$ cat config.mk
export PLATFORM = sky130hd
export DESIGN_NAME = cla_adder4
export DESIGN_NICKNAME = d
export VERILOG_FILES = /design/src/rtl/cla_pkg.sv /design/src/rtl/cla_adder4_group.sv /design/src/rtl/cla_adder4.sv
export SDC_FILE = /design/constraint.sdc
export NUM_CORES = 1
export LEC_CHECK = 0
export CAP_MARGIN = 20
export CORE_AREA = 3 3 40 42
export DETAILED_ROUTE_END_ITERATION = 8
export DIE_AREA = 0 0 43 45
export PLACE_DENSITY = 0.57
export SLEW_MARGIN = 20
export SYNTH_ARGS = -nofsm -noshare
export SYNTH_HDL_FRONTEND = slang
export SYNTH_SLANG_ARGS = --single-unit
export TNS_END_PERCENT = 30
$ cat constraint.sdc
create_clock -name clk -period 1.23 [get_ports clk]
set_input_delay 0.123 -clock clk [delete_from_list [all_inputs] [get_ports clk]]
set_output_delay 0.123 -clock clk [all_outputs]
set_load 0.05 [all_outputs]
$ cat src/rtl/cla_pkg.sv
// Shared lookahead definitions for cla_adder4.
// Group width, group P/G bundle and the 4-bit carry function.
package cla_pkg;

  localparam int GROUP_W = 4;

  typedef struct packed {
    logic p;
    logic g;
  } grp_pg_t;

  // Flat sum-of-products carries c[0..4]; no ripple between bits.
  function automatic logic [4:0] cla_carries(
    input logic [3:0] p,
    input logic [3:0] g,
    input logic       c0
  );
    logic [4:0] c;
    c[0] = c0;
    c[1] = g[0]
         | (p[0] & c0);
    c[2] = g[1]
         | (p[1] & g[0])
         | (p[1] & p[0] & c0);
    c[3] = g[2]
         | (p[2] & g[1])
         | (p[2] & p[1] & g[0])
         | (p[2] & p[1] & p[0] & c0);
    c[4] = g[3]
         | (p[3] & g[2])
         | (p[3] & p[2] & g[1])
         | (p[3] & p[2] & p[1] & g[0])
         | (p[3] & p[2] & p[1] & p[0] & c0);
    return c;
  endfunction

endpackage

$ cat src/rtl/cla_adder4_group.sv
// One 4-bit carry-lookahead group.
// Exports group propagate/generate for the second-level lookahead.
module cla4_group
  import cla_pkg::*;
(
  input  logic [3:0] a,
  input  logic [3:0] b,
  input  logic       c_in,
  output logic [3:0] sum,
  output logic       grp_p,
  output logic       grp_g,
  output logic       c_out
);

  logic [3:0] p;
  logic [3:0] g;
  logic [4:0] c;

  assign p = a ^ b;
  assign g = a & b;
  assign c = cla_carries(p, g, c_in);

  assign sum   = p ^ c[3:0];
  assign c_out = c[4];
  assign grp_p = &p;
  assign grp_g = g[3]
               | (p[3] & g[2])
               | (p[3] & p[2] & g[1])
               | (p[3] & p[2] & p[1] & g[0]);

endmodule

$ cat src/rtl/cla_adder4.sv
// Registered carry-lookahead adder, WIDTH a multiple of 4.
// CLA_IN_REG_EN adds the input register stage (latency 2, else 1).
module cla_adder4
  import cla_pkg::*;
#(
  parameter int WIDTH = 4
) (
  input  logic             clk,
  input  logic             rst,
  input  logic [WIDTH-1:0] a,
  input  logic [WIDTH-1:0] b,
  input  logic             cin,
  output logic [WIDTH-1:0] s,
  output logic             cout
);

  localparam int NG = WIDTH / GROUP_W;

  logic [WIDTH-1:0] a_q;
  logic [WIDTH-1:0] b_q;
  logic             cin_q;

`ifdef CLA_IN_REG_EN
  always_ff @(posedge clk) begin
    if (rst) begin
      a_q   <= '0;
      b_q   <= '0;
      cin_q <= 1'b0;
    end else begin
      a_q   <= a;
      b_q   <= b;
      cin_q <= cin;
    end
  end
`else
  assign a_q   = a;
  assign b_q   = b;
  assign cin_q = cin;
`endif

  grp_pg_t [NG-1:0] pg;
  logic    [NG:0]   gc;
  logic    [NG-1:0] co;
  logic [WIDTH-1:0] s_d;
  logic             cout_d;
  logic             term;
  logic             unused_gc_top;

  for (genvar k = 0; k < NG; k++) begin : g_grp
    cla4_group u_grp (
      .a     (a_q[GROUP_W*k +: GROUP_W]),
      .b     (b_q[GROUP_W*k +: GROUP_W]),
      .c_in  (gc[k]),
      .sum   (s_d[GROUP_W*k +: GROUP_W]),
      .grp_p (pg[k].p),
      .grp_g (pg[k].g),
      .c_out (co[k])
    );
  end

  // Second-level lookahead: each group carry-in is a flat SOP of P/G.
  always_comb begin
    gc    = '0;
    term  = 1'b0;
    gc[0] = cin_q;
    for (int k = 0; k < NG; k++) begin
      term = cin_q;
      for (int m = 0; m <= k; m++) term = term & pg[m].p;
      gc[k+1] = term;
      for (int j = 0; j <= k; j++) begin
        term = pg[j].g;
        for (int m = j + 1; m <= k; m++) term = term & pg[m].p;
        gc[k+1] = gc[k+1] | term;
      end
    end
  end

  assign cout_d        = co[NG-1];
  assign unused_gc_top = gc[NG];

  always_ff @(posedge clk) begin
    if (rst) begin
      s    <= '0;
      cout <= 1'b0;
    end else begin
      s    <= s_d;
      cout <= cout_d;
    end
  end

endmodule

==> summary.txt <==
Outcome
  – Result of the run: completed

Worst setup path
  – Data arrival time at the worst-slack endpoint: 1.33 ns
  – Slowest cell delay on critical path: 0.30 ns
  – Classification of the worst setup path: input port to flip-flop
  – Critical path startpoint category: input port
  – Maximum fanout encountered on the critical timing path: 2
  – Endpoint type of the worst setup path: flip-flop
  – Req. time, crit path: 1.40 ns
  – Highest-delay cell along the critical path: ha_1
  – Cells along the critical path: dlygate4sd2_1 > ha_1 > a211o_1 > a21oi_2 > mux2i_1

GRT
  – Maximum number of pins on one net before global-route repair: 5
  – Vias in the first global route: 243
  – GRT Resource Usage Total: 0.0609
  – Initial antenna violation count: 0
  – Global-route wire length before repair: 821 um
  – Sum of overflow across all layers after global routing: 0

Die
  – Row count: 13
  – Floorplan die width: 43 um
  – Standard cell core area: 1280 um^2
  – Die Footprint: 1940 um^2
  – Chip height: 45 um
  – Starting Density: 0.218
  – Ports: 16

Clocking
  – CTS tree: built
  – CTS Buffer Depth: 2
  – CTS Root Cell: clkbuf_4
  – Post-CTS Repair Setup Buffers: 0
  – Count of hold buffers inserted by post-cts repair: 0
  – Htree depth: 1
  – Number of clock sinks seen by CTS: 5
  – Clock-pin slew of the registers on the worst-case setup and hold paths: 0.04 ns
  – Num CTS Buffers: 3

Place
  – Final weighted congestion in routability-driven placement: 0.657
  – Post-DP HPWL: 470 um
  – Post-Place Cell Area: 522 um^2
  – Placed Instances: 60
  – Setup WS pre-CTS: -0.371 ns
  – Count of port buffers added during placement: 15

Yosys
  – Largest family of logic cells by synthesized area: adder cells
  – Share of the synthesized area in compound gates (AO/OA/AOI/OAI): 0.201
  – Cell count after synthesis: 27
  – Synth warn: 0
  – Post-synthesis instance area: 280 um^2
  – Number of storage elements in the synthesis netlist: 5
  – Arithmetic-cell share of the synthesized area counting full adders, half adders and majority gates: 0.250
  – Sequential element share of the synthesized area: 0.357
  – Post-synthesis xor/xnor area fraction: 0.0313
  – Post-Synthesis Net Count: 43
  – Synth unique cells: 15
  – Simple-gate area share of the yosys netlist: 0.0714
  – Synthesized area divided by synthesized cell count: 10.4 um^2
  – Share of cell area taken by muxes after synthesis: 0.0357

Timing
  – Worst slew margin: 0.868
  – Number of hold violations in the final report: 0
  – Maximum operating frequency: 860 MHz
  – Final setup margin: 0.0671 ns
  – Final clock period utilization by the worst path: 0.945
  – Count of pins over their slew limit: 0
  – Unrepaired setup endpoints after global routing: false
  – Final setup violation count: 0
  – Minimum period implied by the final worst setup slack: 1.16 ns
  – Final TNS setup: 0 ns
  – Slew @ Worst Pin: 0.197 ns

Cells and area
  – # nets final: 66
  – Inserted Diodes: 0
  – Non-filler instance count after layout: 64
  – Final Instance Area: 558 um^2
  – Area added between synthesis and finish: 99.1%
  – Final core occ: 0.434
  – Layout cells sized above 1: 0.327

Drt
  – DRC violations left: 0
  – Routed WL per cell: 7.94 um
  – Drt initial violations: 0
  – DRT Wirelength: 508 um
  – Post-DRT Antenna Nets: 0
  – Detailed Routing Iterations Pass 1: 1
  – Avg Vias per Cell: 4.11
  – Via count: 263

Hold path
  – Path class of the lowest-slack min-delay path: input port to flip-flop

Pwr
  – Maximum vdd drop: 308 uV
  – Power per standard cell area: 1130 nW/um^2
  – Leakage power figure: 0.266 nW

Run
  – Max-cap violations: 0
[timing repair]
action,CTS,global route
gates resized for setup,6,1
pin swaps,4,3
setup endpoints to repair,3,1
[power breakdown]
| part | leakage (nW) | switching [mW] | total (mW) | internal (mW) |
|---|---|---|---|---|
| combinational | 0.209 | 0.114 | 0.251 | 0.137 |
| clock | 0.0150 | 0.0627 | 0.185 | 0.122 |
| sequential | 0.0417 | 0.0138 | 0.195 | 0.182 |
[state kept, by name, summed over array words and instances (netlist names)]
signal	count
cout	1
s	4
[layout by cell type, fill, tap and decap left out, types with 2 or more instances in the layout]
cell type,count
nor2_1,2
clkbuf_4,3
buf_12,5
dlygate4sd2_1,4
ha_1,3
inv_1,4
buf_4,3
a211oi_1,2
clkdlybuf4s50_1,5
dfxtp_1,5
[synthesized netlist by cell type (all sizes together)]
master	count	area share
dfxtp	5	0.36
ha	4	0.18
inv	4	0.054
a211oi	2	0.054
nor2	2	0.027
a211o	1	0.031
a21o	1	0.031
a21oi	1	0.031
fa	1	0.071
mux2i	1	0.036
nand2b	1	0.022
o21a	1	0.031
o22ai	1	0.022
or2	1	0.022
xor2	1	0.031
[worst paths after layout]
kind,slack (ns),end,startpoint,cells after the start
worst max-delay path,0.07,s[3],b[0],5
worst min-delay path,0.33,cout,b[2],4
[worst max-delay path: cells and delay by family]
family / cells / cell delay [ns]
AOI/OAI and AO/OA: 2 / 0.47
adders and majority gates: 1 / 0.30
buffers and inverters: 1 / 0.24
muxes: 1 / 0.19
[cell type report]
cell class / count / area, um^2
Fill cell: 132 / 727
Timing Repair Buffer: 18 / 220
Multi-Input combinational cell: 18 / 178
Sequential cell: 5 / 100
Clock buffer: 4 / 26.3
Tap cell: 15 / 18.8
Inverter: 4 / 15.0
[routing by layer]
| metal | wire, um | vias up | global-route usage |
|---|---|---|---|
| met2 | 276 | 10 | 0.105 |
| met4 | 14 | 0 | 0.108 |
| met3 | 31 | 2 | 0 |
| met5 | 0 | - | 0 |
| li1 | - | 137 | - |
| met1 | 184 | 114 | 0.0484 |
[cell families (layout without fill, tap and decap cells)]
family                     count (synthesis)  in the layout
AOI/OAI and AO/OA                          7              7
adders and majority gates                  5              5
DFF                                        5              5
and+or+nand+nor                            4              4
buffers and inverters                      4             26
xor gates and xnor gates                   1              1
muxes                                      1              1
[metrics by stage]
step / power [mW] / hold WS (ns)
after floorplan: 0.314 / 0.190
after global placement: 0.451 / 0.570
after detailed placement: 0.453 / 0.572
after CTS: 0.646 / 0.443
after global routing: 0.667 / 0.360
final: 0.632 / 0.333
No activity file was read; power rests on OpenSTA's default activity.
==> RTL change 1: new RTL, same settings <==
Remove the register `s`: a continuous assignment takes its place, so the output `s` follows one clock earlier.
--- a/src/rtl/cla_adder4.sv
+++ b/src/rtl/cla_adder4.sv
@@ -82,6 +82,4 @@
     if (rst) begin
-      s    <= '0;
       cout <= 1'b0;
     end else begin
-      s    <= s_d;
       cout <= cout_d;
@@ -90,2 +88,4 @@
 
+  assign s = s_d;
+
 endmodule
Behaviour: not the same (a bounded check fails within 4 cycles, from zero or initial values and one cycle with rst high).
==> RTL change 1 against the unedited design <==
- the flow now finishes with violations (negative setup slack)
- power shrank 24%
- sequential cell count shrank 4
- via count shrank 17%
- cell area shrank 2.7%
- area after synthesis shrank 35%
- die area is the same
- setup slack lost 230 ps
- wire length grew 13%
- combinational power grew 75%
- critical endpoint is now s[3]
==> RTL change 1: results (changes against the unedited design) <==
Status -> finished, violations left
Failing checks -> negative setup slack
Largest net degree at the start of global routing -> 4 (-1)
Async SR Flop Fraction -> 0% (unchanged)
Metal3 WL -> 50 um (+61%)
Worst-Margin Slew -> 234 ps (+37.0 ps)
Syn Inst Count -> 21 (-22%)
DP Cell Count -> 53 (-12%)
GPL Wtd Cong -> 0.668 (+1.7%)
Worst path top cell family by delay -> compound AO/OA/AOI/OAI gates
Sw frac -> 43.4% (+13 points)
Max Used Layer -> met3
Unique masters post-synth -> 12 (-3)
Cts repair resizes -> 32 (+26)
Wire length on met1 -> 220 um (+20%)
Leakage Power -> 0.000230 uW (-13%)
Hold depth -> 1 (-3)
Tot GR Track Use -> 5.98% (-0.11 points)
Hpwl dp -> 443 um (-5.7%)
Setup Fix Bufs, Post-CTS -> 1 (+1)
Register area share after synthesis -> 11.0% (-25 points)
Detailed Route WL -> 575 um (+13%)
Logic pwr share -> 92.0% (+52 points)
Mapped Nets -> 37 (-14%)
Area grow syn2layout -> 199%
Post-synth top cells -> 4 x ha_1, 4 x inv_1, 3 x xnor2_1
Final setup margin -> -167 ps (-235 ps)
HP Class -> flip-flop to output port
Dpl cell area -> 460 um2 (-12%)
Max VDD drop -> 0.459 mV (+49%)
Final Net Count -> 58 (-12%)
Cell at the slowest stage of the critical path -> a211o_4
DR pass1 iterations -> 1 (unchanged)
Layout fillers -> 127 (-3.8%)
P_seq -> 38.3 uW (-80%)
Largest registers -> cout x1
First-pass GRT wire length -> 903 um (+10%)
Met2 Wirelength -> 304 um (+10%)
Yosys Warn Count -> 0 (unchanged)
Critical Path Fanout Max -> 3 (+1)
Synth area leaders -> ha_1 28%, xnor2_1 14%, dfxtp_1 11%
DR WL/cell -> 10.5 um (+32%)
Largest stage delay on the critical path -> 350 ps (+50 ps)
Pre-CTS WS -> -618 ps (-247 ps)
Layout cells sized above 1 -> 65.0% (+32 points)
Setup tns final -> -287 ps (-287 ps)
Final setup vio count -> 2 (+2)
Vias per cell -> 3.98 (-3.1%)
Port buffer count -> 15 (unchanged)
PD cells -> 881 nW/um2 (-22%)
Reg clk slew, reported paths -> 0 ps (-40 ps)
RTL change 1: cell families (layout without fill, tap and decap cells):
family / after synthesis / in the layout / share of synthesized area (%)
AOI/OAI and AO/OA: 5 / 5 / 21.4
xor gates and xnor gates: 3 / 3 / 14.5
buffers and inverters: 4 / 23 / 8.27
and+or+nand+nor: 3 / 3 / 6.21
adders and majority gates: 5 / 5 / 38.6
DFF: 1 / 1 / 11.0
RTL change 1: path summary, 6_finish.rpt:
path	end	slack, ps	from
worst max-delay path	s[3]	-170	a[0]
worst min-delay path	cout	580	cout
RTL change 1: cell type report:
cell class	instances	area share, %
Tap cell	15	3.46
Inverter	4	2.76
Timing Repair Buffer	19	40.3
Sequential cell	1	3.69
Multi-Input combinational cell	16	49.8
RTL change 1: per-layer routing:
layer	track usage, %	vias up
met5	0	-
met2	12.0	9
met4	0	0
li1	-	108
met1	7.18	102
met3	0.797	0
==> RTL change 2: new RTL, same settings <==
Without the edit above. Register the output `s` once more, with the module's reset; this adds one clock of latency there. The other outputs are not delayed to match.
--- a/src/rtl/cla_adder4.sv
+++ b/src/rtl/cla_adder4.sv
@@ -17,2 +17,4 @@
   localparam int NG = WIDTH / GROUP_W;
+
+  logic [WIDTH-1:0] s_s0;
 
@@ -82,7 +84,15 @@
     if (rst) begin
-      s    <= '0;
+      s_s0 <= '0;
       cout <= 1'b0;
     end else begin
-      s    <= s_d;
+      s_s0 <= s_d;
       cout <= cout_d;
+    end
+  end
+
+  always_ff @(posedge clk) begin
+    if (rst) begin
+      s <= '0;
+    end else begin
+      s <= s_s0;
     end
Formal check against the unedited RTL: not equivalent (a bounded check fails within 4 cycles, from zero or initial values and one cycle with rst high).
==> RTL change 2 against the unedited design <==
- clock power increased by 22%
- die area unchanged
- worst hold slack gained 71 ps
- power up 25%
- area after synthesis up 42%
- cell area up 23%
- wire length up 56%
- sequential share of layout area grew 8.2 points
- count of clock-buffer cells in the layout did not move
- setup slack better by 6.8 ps
- synthesized cell count up 33%
- sequential cell count up 4
- first-iteration DRC count is the same
- critical endpoint is now s_s0[3]
- highest routed layer unchanged
==> RTL change 2: results (changes against the unedited design) <==
Status -> completed
Via count -> 326 (+24%)
Hpwl dp -> 564 um (+20%)
Worst slew margin -> 86.7% (about the same)
Setup crit start -> a[2]
First-pass GRT wire length -> 1100 um (+34%)
DP Cell Count -> 67 (+12%)
Tot GR Track Use -> 8.79% (+2.7 points)
Mean Syn Cell Area -> 11.0 um2 (+6.1%)
Worst path top cell family by delay -> buffers and inverters
Unique masters post-synth -> 17 (+2)
Layout cells sized above 1 -> 28.1% (-4.6 points)
Largest registers -> s x4, s_s0 x4, cout x1
Vias in the first global route -> 294 (+21%)
Leakage Power -> 0.000313 uW (+18%)
GPL Wtd Cong -> 0.659 (+0.23%)
Largest stage delay on the critical path -> 410 ps (+110 ps)
Metal3 WL -> 62 um (+100%)
Max Freq -> 865 MHz (+0.59%)
Post-Layout Cell Count -> 72 (+13%)
Max VDD drop -> 0.397 mV (+29%)
Dpl cell area -> 626 um2 (+20%)
Final Net Count -> 74 (+12%)
Met2 Wirelength -> 433 um (+57%)
Pre-CTS WS -> -352 ps (+18.6 ps)
Post-synth top cells -> 9 x dfxtp_1, 4 x ha_1, 4 x inv_1, 4 x nor2b_1
Reg clk slew, reported paths -> 60 ps (+20 ps)
DR WL/cell -> 11.0 um (+39%)
Arrival @ worst endpoint -> 1350 ps (+20 ps)
Wire length on met1 -> 264 um (+43%)
[RTL change 2: cells by family after synthesis]
kind of cell	share of synthesized area, %
AO/OA/AOI/OAI	15.8
flip-flops	45.4
buffers and inverters	5.04
XOR/XNOR	2.21
AND/OR/NAND/NOR	11.4
multiplexers	2.52
adder cells (fa/ha/maj)	17.7
[RTL change 2: routing by layer]
metal,up-vias,track usage [%]
li1,161,-
met1,146,7.33
met2,16,13.5
met3,3,3.59
met4,0,12.7
met5,-,0
[RTL change 2: worst min path at each step]
stage	startpoint	to	slack (ps)	depth (start not counted)
after CTS	b[0]	s_s0[0]	420	4
after floorplan	rst	s_s0[0]	370	2
final	b[1]	s_s0[1]	400	5
after global placement	s_s0[2]	s[2]	420	1
after detailed placement	s_s0[1]	s[1]	440	1
after global routing	b[1]	s_s0[1]	410	5
[RTL change 2: repair_timing]
item,in CTS,in global routing
pin swaps,3,4
hold buffers,0,0
setup endpoints to repair,2,2
buffers inserted,1,0
gates resized for setup,3,5
hold endpoints to repair,0,0
[RTL change 2: area by class of cell]
cell class	instances	area, um2
Tap cell	15	18.8
Timing Repair Buffer	18	226
Sequential cell	9	180
Clock buffer	4	26.3
Multi-Input combinational cell	22	221
Fill cell	118	597
Inverter	4	15.0
[RTL change 2: stage by stage]
stage	hold slack [ps]	power [uW]
floorplan	366	451
global placement	417	554
detailed placement	441	560
CTS	420	795
global route	413	836
finish	403	792
[RTL change 2: power groups by stage]
| stage | logic, uW | clock network, uW | registers [uW] |
|---|---|---|---|
| after detailed placement | 221 | 0 | 339 |
| after floorplan | 76.5 | 0 | 374 |
| after global placement | 217 | 0 | 338 |
| after CTS | 224 | 238 | 332 |
| final | 235 | 226 | 332 |
| after global routing | 251 | 252 | 333 |
